<file path="config.mk">
export PLATFORM = sky130hd
export DESIGN_NAME = tcb_lib_width_splitter
export DESIGN_NICKNAME = d
export VERILOG_FILES = /design/src/rtl/tcb_lib_width_splitter.sv
export SDC_FILE = /design/constraint.sdc
export NUM_CORES = 1
export LEC_CHECK = 0
export ABC_AREA = 1
export CAP_MARGIN = 5
export CORE_UTILIZATION = 41
export CTS_CLUSTER_SIZE = 40
export DETAILED_ROUTE_END_ITERATION = 10
export GPL_ROUTABILITY_DRIVEN = 1
export PLACE_DENSITY = 0.91
export SLEW_MARGIN = 20
export SYNTH_ARGS = -nofsm -noshare
export SYNTH_HDL_FRONTEND = slang
export SYNTH_SLANG_ARGS = --single-unit
</file>
<file path="constraint.sdc">
create_clock -name clk -period 2.06 [get_ports clk]
set_input_delay 0.309 -clock clk [delete_from_list [all_inputs] [get_ports clk]]
set_output_delay 0.309 -clock clk [all_outputs]
set_load 0.02 [all_outputs]
</file>
<file path="src/rtl/tcb_lib_width_splitter.sv">
// TCB bus-width down-converter: splits a wide upstream transfer into aligned
// narrow downstream beats, then reassembles read data and merges the error
// status so the upstream side sees the same fixed response delay.
module tcb_lib_width_splitter #(
    parameter int unsigned DLY     = 1,
    parameter int unsigned ABW     = 32,
    parameter int unsigned SUB_DBW = 32,
    parameter int unsigned MAN_DBW = 8,
    parameter int unsigned SZW     = 2
)(
    input  logic                 clk,
    input  logic                 rst,
    // upstream (wide) side
    input  logic                 sub_vld,
    output logic                 sub_rdy,
    input  logic                 sub_wen,
    input  logic [ABW-1:0]       sub_adr,
    input  logic [SZW-1:0]       sub_siz,
    input  logic [SUB_DBW/8-1:0] sub_byt,
    input  logic [SUB_DBW-1:0]   sub_wdt,
    output logic [SUB_DBW-1:0]   sub_rdt,
    output logic                 sub_err,
    // downstream (narrow) side
    output logic                 man_vld,
    input  logic                 man_rdy,
    output logic                 man_wen,
    output logic [ABW-1:0]       man_adr,
    output logic [SZW-1:0]       man_siz,
    output logic [MAN_DBW/8-1:0] man_byt,
    output logic [MAN_DBW-1:0]   man_wdt,
    input  logic [MAN_DBW-1:0]   man_rdt,
    input  logic                 man_err,
    // misaligned request flag
    output logic                 mal
);

    localparam int unsigned SB  = SUB_DBW / 8;
    localparam int unsigned MB  = MAN_DBW / 8;
    localparam int unsigned N   = SB / MB;
    localparam int unsigned SW  = (N > 1) ? $clog2(N) : 1;
    localparam int unsigned MSZ = $clog2(MB);
    localparam int unsigned SBL = $clog2(SB);

    // one response-tracking entry per cycle
    typedef struct packed {
        logic          vld;
        logic [SW-1:0] sl;
        logic          fst;
        logic          lst;
        logic          lerr;
    } meta_t;

    logic [SW-1:0]      cnt;
    logic [31:0]        siz32;
    logic [31:0]        last_k;
    logic [ABW-1:0]     amask;
    logic               mis;
    logic               lst;
    logic [SW-1:0]      sl;
    logic               man_hs;
    logic               sub_hs;
    meta_t              cur;
    meta_t              rsp;
    logic [SUB_DBW-1:0] asm_q;
    logic               acc_q;
    logic [SUB_DBW-1:0] asm_src;
    logic               acc_src;
    logic [SUB_DBW-1:0] merged;

    // request decode: alignment, beat count and current slice
    always_comb begin
        siz32  = 32'(sub_siz);
        amask  = ABW'((32'd1 << siz32) - 32'd1);
        mis    = (siz32 > SBL) || ((sub_adr & amask) != '0);
        last_k = (siz32 > MSZ) ? ((32'd1 << (siz32 - MSZ)) - 32'd1) : 32'd0;
        lst    = (32'(cnt) == last_k);
        sl     = SW'((sub_adr & ABW'(SB - 1)) >> MSZ) + cnt;
    end

    assign mal     = sub_vld & mis;
    assign man_vld = sub_vld & ~mis;
    assign sub_rdy = mis | (man_rdy & lst);
    assign man_wen = sub_wen;
    assign man_adr = sub_adr + (ABW'(cnt) << MSZ);
    assign man_siz = (siz32 > MSZ) ? SZW'(MSZ) : sub_siz;
    assign man_wdt = sub_wdt[sl*MAN_DBW +: MAN_DBW];
    assign man_byt = sub_byt[sl*MB +: MB];

    assign man_hs = man_vld & man_rdy;
    assign sub_hs = sub_vld & sub_rdy;

    // beat counter: advances per downstream beat, clears on upstream handshake
    always_ff @(posedge clk or negedge rst) begin
        if (!rst) begin
            cnt <= '0;
        end else if (sub_hs) begin
            cnt <= '0;
        end else if (man_hs && !lst) begin
            cnt <= cnt + 1'b1;
        end
    end

    // metadata for the entry issued this cycle
    always_comb begin
        cur.vld  = man_hs | (sub_vld & mis);
        cur.sl   = sl;
        cur.fst  = mis | (cnt == '0);
        cur.lst  = mis | lst;
        cur.lerr = mis;
    end

    generate
        if (DLY == 0) begin : g_bypass
            assign rsp = cur;
        end else begin : g_pipe
            meta_t pipe [DLY];

            // delay line aligning each entry with its downstream response
            always_ff @(posedge clk or negedge rst) begin
                if (!rst) begin
                    for (int unsigned i = 0; i < DLY; i++) begin
                        pipe[i] <= '0;
                    end
                end else begin
                    pipe[0] <= cur;
                    for (int unsigned i = 1; i < DLY; i++) begin
                        pipe[i] <= pipe[i-1];
                    end
                end
            end

            assign rsp = pipe[DLY-1];
        end
    endgenerate

    // response merge: first beat starts from a clean assembly, last beat emits
    always_comb begin
        asm_src = rsp.fst ? '0 : asm_q;
        acc_src = rsp.fst ? 1'b0 : acc_q;
        merged  = asm_src;
        merged[rsp.sl*MAN_DBW +: MAN_DBW] = man_rdt;
        sub_rdt = '0;
        sub_err = 1'b0;
        if (rsp.vld && rsp.lst) begin
            if (rsp.lerr) begin
                sub_err = 1'b1;
            end else begin
                sub_rdt = merged;
                sub_err = acc_src | man_err;
            end
        end
    end

    // assembly register and error accumulator across beats
    always_ff @(posedge clk or negedge rst) begin
        if (!rst) begin
            asm_q <= '0;
            acc_q <= 1'b0;
        end else if (rsp.vld && !rsp.lerr) begin
            asm_q <= merged;
            acc_q <= acc_src | man_err;
        end
    end

endmodule
</file>
=== After elaboration in Yosys (flattened, before gate mapping) ===
Index checks and enable logic that the tools add are counted.

* Register bits after elaboration: 41
* Input bits: 84
* Output and inout port bits: 80
* Word-level logic and storage cells: 53

* Add/sub/neg operators: 5
* Order comparisons: 2
* Equal/unequal tests: 1
* Shift-type cells: 5
* Mux-type cells: 11
* Bitwise logic cells: 12
* Reductions and logical operators: 9

{| class="wikitable"
|+ Operators by type and width
! operator !! number
|-
| 32-bit 2-to-1 mux || 4
|-
| 5-bit negator with 34-bit output || 1
|-
| 8-bit by 34-bit variable shift with 32-bit output (first input constant) || 1
|-
| 8-bit by 34-bit indexed part select with 32-bit output || 1
|-
| 32-bit by 2-bit adder with 32-bit output || 1
|-
| 32-bit bitwise AND || 1
|-
| 32-bit bitwise mux || 1
|-
| 2-bit by 32-bit equality test with 1-bit output || 1
|-
| 32-bit nonzero test || 1
|-
| 32-bit by 6-bit indexed part select with 8-bit output || 1
|-
| 1-bit by 2-bit left shift with 32-bit output (first input constant) || 1
|-
| 32-bit by 1-bit subtractor with 32-bit output (second input constant) || 1
|-
| 2-bit 2-to-1 mux || 3
|-
| 1-bit bitwise AND || 5
|-
| 1-bit bitwise OR || 5
|-
| 4-bit by 3-bit indexed part select with 1-bit output || 1
|-
| 1-bit logical AND || 3
|-
| 1-bit 2-to-1 mux || 3
|-
| 2-bit by 1-bit adder with 2-bit output (second input constant) || 1
|-
| 2-bit adder || 1
|-
| 2-bit by 1-bit > comparator with 1-bit output (second input constant) || 1
|-
| 2-bit > comparator (second input constant) || 1
|-
| 1-bit logical NOT || 2
|-
| 2-bit logical NOT || 1
|-
| 3 further kinds || 3
|}

=== Logic depth before layout (Yosys ltp) ===
Gate-level depths: netlist (run 1).

* Depth after elaboration: 11
* Depth in mapped cells: 9
* Depth with buffers taken out: 9

=== Worst setup path after synthesis (run 1) ===
OpenSTA, ideal clock, no wires.

* Kind: reg2out
* Start point: register cnt[0]
* End point: output port man_byt
* Arrival time: 1736 ps
* Setup slack: 15 ps
* Cell stages (with the launch flop): 6
* Path through: dfrtp_1 ha_1 fa_1 inv_1 o21ai_0 o22ai_1

{| class="wikitable"
|+ RTL lines
! what !! RTL line !! source
|-
| start, declared || 53 || <nowiki>logic [SW-1:0] cnt;</nowiki>
|-
| start signal, assigned || 99 || <nowiki>cnt <= cnt + 1'b1;</nowiki>
|-
| end, declared || 29 || <nowiki>output logic [MAN_DBW/8-1:0] man_byt,</nowiki>
|}

=== Worst setup path in the final report (run 1) ===
* Start point: register g_pipe.pipe[4] in the netlist's numbering
* End point: output port sub_rdt[15]

* Longest elaborated chain between the ends: 5

{| class="wikitable"
|+ Ends and longest elaborated chain
! what !! RTL line !! source
|-
| start, declared || 116 || <nowiki>meta_t pipe [DLY];</nowiki>
|-
| start signal, assigned by index || 127 || <nowiki>pipe[i] <= pipe[i-1];</nowiki>
|-
| 5-bit negator with 34-bit output (*) || 141 || <nowiki>merged[rsp.sl*MAN_DBW +: MAN_DBW] = man_rdt;</nowiki>
|-
| 8-bit by 34-bit indexed part select with 32-bit output / 8-bit by 34-bit variable shift with 32-bit output (equally long branches) || 141 ||
|-
| 32-bit bitwise mux (*) || 141 ||
|-
| 32-bit 2-to-1 mux (*) || 145 || <nowiki>if (rsp.lerr) begin</nowiki>
|-
| 32-bit 2-to-1 mux (*) || 144 || <nowiki>if (rsp.vld && rsp.lst) begin</nowiki>
|-
| end, declared || 21 || <nowiki>output logic [SUB_DBW-1:0] sub_rdt,</nowiki>
|}

Every way passes the cells marked *; elsewhere a longest branch is shown, timed or not.

==> results of run 1 <==
[worst max-delay path by stage]
stage / startpoint / end / slack, ns / depth (start not counted)
floorplan: cnt[0] / man_byt / 0.01 / 5
global placement: sub_adr[0] / man_wdt[1] / -0.91 / 7
detailed placement: sub_adr[0] / man_wdt[2] / -1.0 / 7
CTS: cnt[0] / man_byt / -0.33 / 7
global route: g_pipe.pipe[3] / sub_rdt[19] / -0.69 / 8
finish: g_pipe.pipe[4] / sub_rdt[15] / -0.58 / 9
[routing by layer]
layer | GRT usage (%) | vias up
li1 | - | 2144
met1 | 42.0 | 2586
met2 | 65.9 | 605
met3 | 7.80 | 240
met4 | 19.3 | 0
met5 | 0 | -
[cell usage after synthesis]
cell type	count	area [um^2]
sky130_fd_sc_hd__xor2_1	22	193
sky130_fd_sc_hd__a21oi_1	1	5.00
sky130_fd_sc_hd__dfrtp_1	41	1030
sky130_fd_sc_hd__nand2_2	3	18.8
sky130_fd_sc_hd__nor2_4	1	11.3
sky130_fd_sc_hd__o21bai_1	1	7.51
sky130_fd_sc_hd__buf_4	5	37.5
sky130_fd_sc_hd__nor2_1	78	293
sky130_fd_sc_hd__buf_2	4	20.0
sky130_fd_sc_hd__nand2_1	95	357
sky130_fd_sc_hd__inv_1	80	300
sky130_fd_sc_hd__o22ai_1	41	257
sky130_fd_sc_hd__conb_1	1	3.75
sky130_fd_sc_hd__buf_1	1	3.75
sky130_fd_sc_hd__nand3_2	3	30.0
sky130_fd_sc_hd__clkbuf_1	12	45.0
sky130_fd_sc_hd__o21ai_2	1	8.76
sky130_fd_sc_hd__nor3_1	15	75.1
sky130_fd_sc_hd__nand4_1	4	25.0
sky130_fd_sc_hd__or2_2	7	43.8
sky130_fd_sc_hd__o21ai_0	53	265
sky130_fd_sc_hd__ha_1	9	113
sky130_fd_sc_hd__nand3_1	12	60.1
sky130_fd_sc_hd__o211ai_1	1	7.51
sky130_fd_sc_hd__fa_1	1	20.0
sky130_fd_sc_hd__nor2_2	5	31.3
sky130_fd_sc_hd__xnor2_1	8	70.1
sky130_fd_sc_hd__nor3_2	1	10.0
sky130_fd_sc_hd__nand3b_1	1	7.51
[where the power goes]
part	switching [mW]	total, mW	internal (mW)
clock	0.322	0.556	0.235
sequential	0.0586	0.947	0.889
combinational	1.36	2.37	1.01
total	1.74	3.87	2.13
[metrics by stage]
| stage | power (mW) | setup WS, ns |
|---|---|---|
| 6_report | 3.87 | -0.581 |
| 3_3_place_gp | 2.33 | -0.909 |
| 2_1_floorplan | 1.62 | 0.0146 |
| 5_1_grt | 3.97 | -0.688 |
| 4_1_cts | 3.19 | -0.335 |
| 3_5_place_dp | 2.37 | -0.995 |
[state kept, by name (all words and copies together), names as in the netlist]
register	cells
cnt	2
asm_q	32
g_pipe.pipe	6
acc_q	1
[timing repair]
item | 4_1_cts | 5_1_grt
resized for setup | 536 | 204
cloned | 0 | 0
setup endpoints to repair | 76 | 77
buffers inserted | 33 | 31
pin swaps | 56 | 100
[cell usage in the layout, fill, tap and decap left out, types with 24 or more instances in the layout]
master	n
sky130_fd_sc_hd__inv_1	68
sky130_fd_sc_hd__dfrtp_1	41
sky130_fd_sc_hd__nor2_1	47
sky130_fd_sc_hd__clkdlybuf4s50_1	59
sky130_fd_sc_hd__buf_4	122
sky130_fd_sc_hd__buf_6	67
sky130_fd_sc_hd__o22ai_2	28
sky130_fd_sc_hd__nor2_4	24
sky130_fd_sc_hd__nand2_1	54
sky130_fd_sc_hd__nand2_2	36
sky130_fd_sc_hd__o21ai_0	37
[layout make-up]
type,instances,area [um^2]
repair buffers,281,2660
diodes,1,2.50
clock buffers,5,68.8
inverters,80,313
multi-input cells,365,3090
flip-flops and latches,41,1030
fillers,237,509
clock inverters,3,17.5
well taps,102,128
[cells by family (layout without fill, tap and decap cells)]
logic type,after synthesis,after routing,synth area share (%)
AND/OR/NAND/NOR,225,225,28.8
buffers and inverters,102,369,12.2
AO/OA/AOI/OAI,98,98,16.5
flip-flops,41,41,30.7
XOR/XNOR,30,30,7.86
adder cells (fa/ha/maj),10,10,3.97
other,1,3,0.112
[critical path: stages, from the launching register on]
cell and delay (ns):
sky130_fd_sc_hd__dfrtp_1 0.43, sky130_fd_sc_hd__inv_2 0.15, sky130_fd_sc_hd__buf_6 0.13, sky130_fd_sc_hd__ha_4 0.17, sky130_fd_sc_hd__buf_4 0.16, sky130_fd_sc_hd__nand3_4 0.21
sky130_fd_sc_hd__o22ai_2 0.25, sky130_fd_sc_hd__nand2_2 0.10, sky130_fd_sc_hd__nor2_4 0.24, sky130_fd_sc_hd__buf_6 0.17
==> results by stage, run 1 <==
Run status:
- The flow ran to the end, but the final reports show violations.
- The checks that failed: negative setup slack.

Floorplanning:
- The total number of placement rows is 32.
- The effective utilization at floorplan is 42.8%.
- The die covers 8520 um^2.
- In this run the horizontal extent of the chip is 92.3 um.
- The floorplan step defined a core boundary enclosing 7810 um^2.
- The number of placed I/O pins is 164.
- From bottom edge to top edge, the die measures 92.3 um.

Run:
- The max-cap check violation count is 0.

Critical path:
- The startpoint identified for the worst register-to-register timing path is g_pipe.pipe[4].
- The top fanout value on the critical path is 4.
- The startpoint kind of the worst setup timing path is a flip-flop.
- Setup slack on the worst reg-to-reg path comes out at -0.12 ns.
- The kind of critical path is reg -> out.
- The worst register-to-register path ends at asm_q[14].
- The critical path arrival is 2.33 ns.
- The worst setup path is captured at an output pin.
- Counting cells, the worst reg-to-reg path comes to 12.
- The critical path data required time is 1.75 ns.

Detailed routing:
- The first detailed-routing pass ran for 5 iterations.
- Using the TritonRoute via totals, the vias-per-cell ratio works out to 6.35.
- The detail route stage leaves a number of antenna-violating nets equal to 0.
- Wires add up to 22900 um.
- The length of routed met2 wiring is 10300 um.
- Signal routing reaches up to met4.
- The number of violations reported at the end of detailed-routing iteration 0 is 567.
- The detailed router placed 5575 vias in this run.
- The mean routed wirelength per cell is 26.0 um.
- Wire segments on met3 add up to 3060 um in the final route.
- For this run, design rule violations remaining after detail routing come to 0.
- After detailed routing, the wire length on met1 is 7040 um.

Cells and area:
- Compared with the post-synthesis result, the final layout area differs by 118%.
- The post-route netlist has 52.4% of its cells at a drive strength greater than 1.
- The final non-filler cell total is 878.
- The final cell utilization of the core is 93.5%.
- Summing all non-filler instances in the final layout gives an area of 7300 um^2.
- The number of nets in the layout is 868.

Placement:
- The total of buffers placed on input and output ports is 159.
- Once placement finished, the instance area stood at 5530 um^2.
- The placer congestion estimate is 0.936.
- The number of placed instances, taps included, is 817.
- Detailed placement finished with a half-perimeter wire length of 9680 um.

Clocking:
- Counting the buffers created by CTS gives 5.
- The count of H-tree levels built during CTS is 2.
- Counting along the longest clock path gives a buffer depth of 2.
- TritonCTS built the clock tree.
- The clock drives 41 sinks.
- In this run the clock root is driven by a sky130_fd_sc_hd__clkbuf_8.
- After clock tree synthesis, the clock-pin slew on the worst setup and hold paths is 0.10 ns.
- The later pin in the worst-skew pair is clocked with a latency of 0.32 ns.
- The post-cts hold buffer count is 0.

Global route:
- The global router's overall resource usage is 37.3%.
- The via count of the first global-routing pass came to 5030.
- The first global-routing pass estimated 24700 um of wire.
- Summed over all layers, the global routing overflow is 0.
- The number of antenna violations at the first check in global routing was 0.
- Entering global routing, the biggest net connects 42 pins.

Pwr:
- Dividing total power by cell area gives a power density of 530 nW/um^2.
- VDD sags by at most 520 uV.
- The analysis attributes to cell leakage a power of 3.36 nW.

Synthesis:
- Summing the sequential cell areas from Yosys gives 30.7% of the chip area.
- The count of synthesis-stage warnings from yosys is 0.
- The number of library cell types mapped by synthesis is 29.
- The cell count after synthesis is 507.
- The number of synthesized register bits is 41.
- The cell area after technology mapping is 3340 um^2.
- The mean area per synthesized cell is 6.60 um^2.

Timing:
- The worst max-slew margin expressed relative to the limit is 36.3%.
- Setup repair after global routing could not meet its margin everywhere.
- The final max-slew violation count is 0.
- After layout, the worst setup slack is -0.581 ns.
- The maximum clock rate is 379 MHz.
- Summed over all failing endpoints, the final setup total negative slack is -22.09 ns.
- The tightest hold path in the finished design has a slack of 0.131 ns.
- The final-report hold violation count came to 0.
- The total setup violations reported at the end of the flow is 75.
- Of the available clock period, the critical path in the final layout requires 128%.
- The minimum clock period is 2.64 ns.
- The measured slew at the worst slew-check pin is 0.956 ns.
- Between clock sinks in the finished design, the worst skew comes to 0.0131 ns.

Hold path:
- The worst hold path class is in -> async.
(Power assumes the default switching activity.)
==> run 2, diff against run 1 <==
--- a/config.mk
+++ b/config.mk
@@ -7,11 +7,12 @@
 export LEC_CHECK = 0
 export ABC_AREA = 1
 export CAP_MARGIN = 5
-export CORE_UTILIZATION = 41
+export CORE_UTILIZATION = 42
+export CTS_BUF_LIST = sky130_fd_sc_hd__clkbuf_8
 export CTS_CLUSTER_SIZE = 40
 export DETAILED_ROUTE_END_ITERATION = 10
 export GPL_ROUTABILITY_DRIVEN = 1
-export PLACE_DENSITY = 0.91
+export PLACE_DENSITY = 0.93
 export SLEW_MARGIN = 20
 export SYNTH_ARGS = -nofsm -noshare
 export SYNTH_HDL_FRONTEND = slang
==> results by stage, run 2 (same netlist as run 1, synthesis figures left out) <==
Run status:
- The checks that failed: negative setup slack.
- The run finished, with violations left.

Detailed routing:
- The count of nets left with antenna violations once routing finished came out at 0.
- The mean routed wirelength per cell is 21.0 um.
- The first-pass iteration count of the detailed router is 6.
- Across all layers, the routed design uses 5093 vias.
- The per-cell via count in the routed design is 5.86.
- The detailed-route wire length is 18200 um.
- The first routing iteration left 360 violations.
- After detailed routing, the number of remaining DRC violations is 0.

Clocking:
- The clock tree from TritonCTS is yes.
- Buffers inserted during clock tree synthesis total 5.
- The clock slew seen by the registers of the worst setup and hold paths is 0.09 ns.
- The clock tree root buffer cell is sky130_fd_sc_hd__clkbuf_8.
- The CTS sink count is 41.
- At the later pin of the worst-skew pair, clock insertion delay measures 0.31 ns.
- Counting along the longest clock path gives a buffer depth of 2.
- The H-tree generated during clock tree synthesis spans 2 levels.

Timing:
- Static timing analysis puts the maximum clock frequency at 404 MHz.
- Counting I/O delays and the setup requirement, the final critical path takes 2.48 ns.
- The final max-slew violation count is 0.
- The worst max-slew margin expressed relative to the limit is 64.5%.
- The total setup violations reported at the end of the flow is 74.
- The setup skew after layout is 0.0121 ns.
- The hold slack is 0.0505 ns.
- For the pin with the worst max-slew slack, the measured transition is 0.533 ns.
- The worst setup margin is -0.417 ns.
- The final-report hold violation count came to 0.
- The worst path uses 120% of the clock period.
- Setup repair after global routing could not meet its margin everywhere.

Floorplanning:
- The die area is 8320 um^2.
- Measured along the x axis, the die boundary spans 91.2 um.
- The die is 91.2 um tall.
- The initial utilization of the core area, before any placement, comes to 43.3%.
- The number of placed I/O pins is 164.
- The floorplan has 32 rows.
- After floorplanning, the core was sized to cover 7730 um^2.

Critical path:
- The setup slack on the worst flop-to-flop path is -0.03 ns.
- The capturing element type of the critical path is an output pin.
- The startpoint kind of the worst setup timing path is a flip-flop.
- On the worst path, the slowest cell contributes a delay of 0.67 ns.
- The slowest stage of the critical path is the sky130_fd_sc_hd__fa_2 cell.
- The critical path data required time is 1.75 ns.
- Walking the worst path, the cells encountered are ha_4 > fa_2 > buf_6 > inv_8 > o21ai_0 > o22ai_1 > buf_4.
- The critical path arrival is 2.17 ns.
- The kind of critical path is reg -> out.
- Together, buffers and inverters on the worst path number 3.
- Along the worst path, the maximum fanout reaches 9.
- Among cell families on the critical path, the largest total delay comes from adder cells.

Cells and area:
- 0 antenna diodes ended up in the layout.
- In the final layout, the share of cells above drive strength 1 is 48.0%.
- The final cell utilization of the core is 90.4%.
- The register with the most flip-flops is asm_q.
- Relative to the synthesized area, the layout overhead comes to 109%.
- Leaving out fill and tap cells, the most frequent cells in the layout are sky130_fd_sc_hd__buf_4 (124), sky130_fd_sc_hd__inv_1 (70), sky130_fd_sc_hd__clkdlybuf4s50_1 (69).
- In the final design database the tool counted 860 nets.
- The largest registers in the layout are asm_q (32), g_pipe.pipe (6), cnt (2).
- Leaving out fill and tap cells, the most frequent cell in the layout is sky130_fd_sc_hd__buf_4.
- The flip-flop count of the largest register, all copies and words added is 32.
- Counting the fill cells in the layout gives 294.

Global route:
- The via count of the first global-routing pass was 4952.
- The first global-routing pass estimated 23700 um of wire.
- Summed over all layers, the global routing overflow is 0.
- The pin count of the biggest net entering global routing is 67.
- The number of antenna violations at the first check in global routing is 0.
- Global routing used 35.8% of the available tracks.

Placement:
- Input and output buffers added on the ports amount to 159.
- Routability-driven placement finished with a final weighted congestion of 0.915.
- The post-DP HPWL is 9250 um.

Hold path:
- The path class of the tightest hold or removal check is in -> async.

Pwr:
- The maximum resistive drop on vdd is 469 uV.
- The leakage power summed over all cells is 3.17 nW.
- The total power divided by cell area is 554 nW/um^2.

Run:
- Across the run, the number of max-cap violations was 0.
## run 2: cell types whose count changed in the layout (fill, tap and decap cells not counted), moves of 7 or more
| cell | previous run | this run |
|---|---|---|
| sky130_fd_sc_hd__nor2_1 | 47 | 57 |
| sky130_fd_sc_hd__nand2_1 | 54 | 63 |
| sky130_fd_sc_hd__nand2_2 | 36 | 29 |
| sky130_fd_sc_hd__clkdlybuf4s50_1 | 59 | 69 |
| sky130_fd_sc_hd__nor2_4 | 24 | 14 |
## run 2: where the power goes
part	internal (mW)	total [mW]	switching, mW
Combinational	0.972	2.14	1.17
Sequential	0.889	0.938	0.0491
Clock	0.482	0.793	0.311
Total	2.34	3.87	1.53
## run 2: final timing paths
check                          startpoint             end  cells after the start
max                                cnt[0]      man_wdt[1]                      7
min                                   rst       asm_q[28]                      2
max reg2reg                g_pipe.pipe[3]        asm_q[0]                     13
min reg2reg                     asm_q[29]       asm_q[29]                      2
max in group asynchronous             rst          cnt[1]                      2
min in group clk               sub_siz[0]  g_pipe.pipe[0]                      4
## run 2: worst register-to-register path, cell delays in order, from the launching register on
cell and delay (ns):
sky130_fd_sc_hd__dfrtp_1 0.43, sky130_fd_sc_hd__inv_2 0.13, sky130_fd_sc_hd__ha_4 0.23, sky130_fd_sc_hd__nor2_2 0.09, sky130_fd_sc_hd__nand3_1 0.10, sky130_fd_sc_hd__buf_6 0.16
sky130_fd_sc_hd__buf_6 0.12, sky130_fd_sc_hd__o22ai_4 0.09, sky130_fd_sc_hd__nand2_2 0.09, sky130_fd_sc_hd__buf_6 0.13, sky130_fd_sc_hd__buf_4 0.12, sky130_fd_sc_hd__buf_4 0.12
sky130_fd_sc_hd__buf_4 0.13, sky130_fd_sc_hd__o21ai_2 0.07
## run 2: stage by stage
step	TNS (ns)	worst slack, ns	cell area, um^2	total power [mW]	std cells
2_1_floorplan	0	0.0146	3350	1.62	508
3_3_place_gp	-38.19	-0.882	5470	2.32	813
3_5_place_dp	-43.13	-1.00	5470	2.36	813
4_1_cts	-12.51	-0.402	6210	3.41	853
5_1_grt	-22.77	-0.461	6980	4.00	869
6_report	-18.97	-0.417	6980	3.87	869
## run 2: what timing repair did
action / CTS / global route
hold endpoints to repair: 0 / 0
endpoints found under the setup margin: 76 / 77
pin swaps: 53 / 73
gates resized for setup: 516 / 171
hold buffers: 0 / 0
setup buffers: 33 / 22
## run 2: cell type report
class,instances,area (um^2),area share (%)
clock buffers,5,68.8,0.985
multi-input cells,365,2870,41.1
inverters,80,315,4.51
repair buffers,273,2510,36.0
flip-flops and latches,41,1030,14.7
well taps,102,128,1.83
clock inverters,3,65.1,0.932
## run 2: routing by layer
layer	up-vias	track usage, %	part of all wire [%]	wire, um
met5	-	0	0	0
met4	0	21.2	7.7	1410
met3	141	6.70	9.0	1650
met2	440	63.4	50	9100
met1	2388	39.9	33	6070
li1	2124	-	-	-
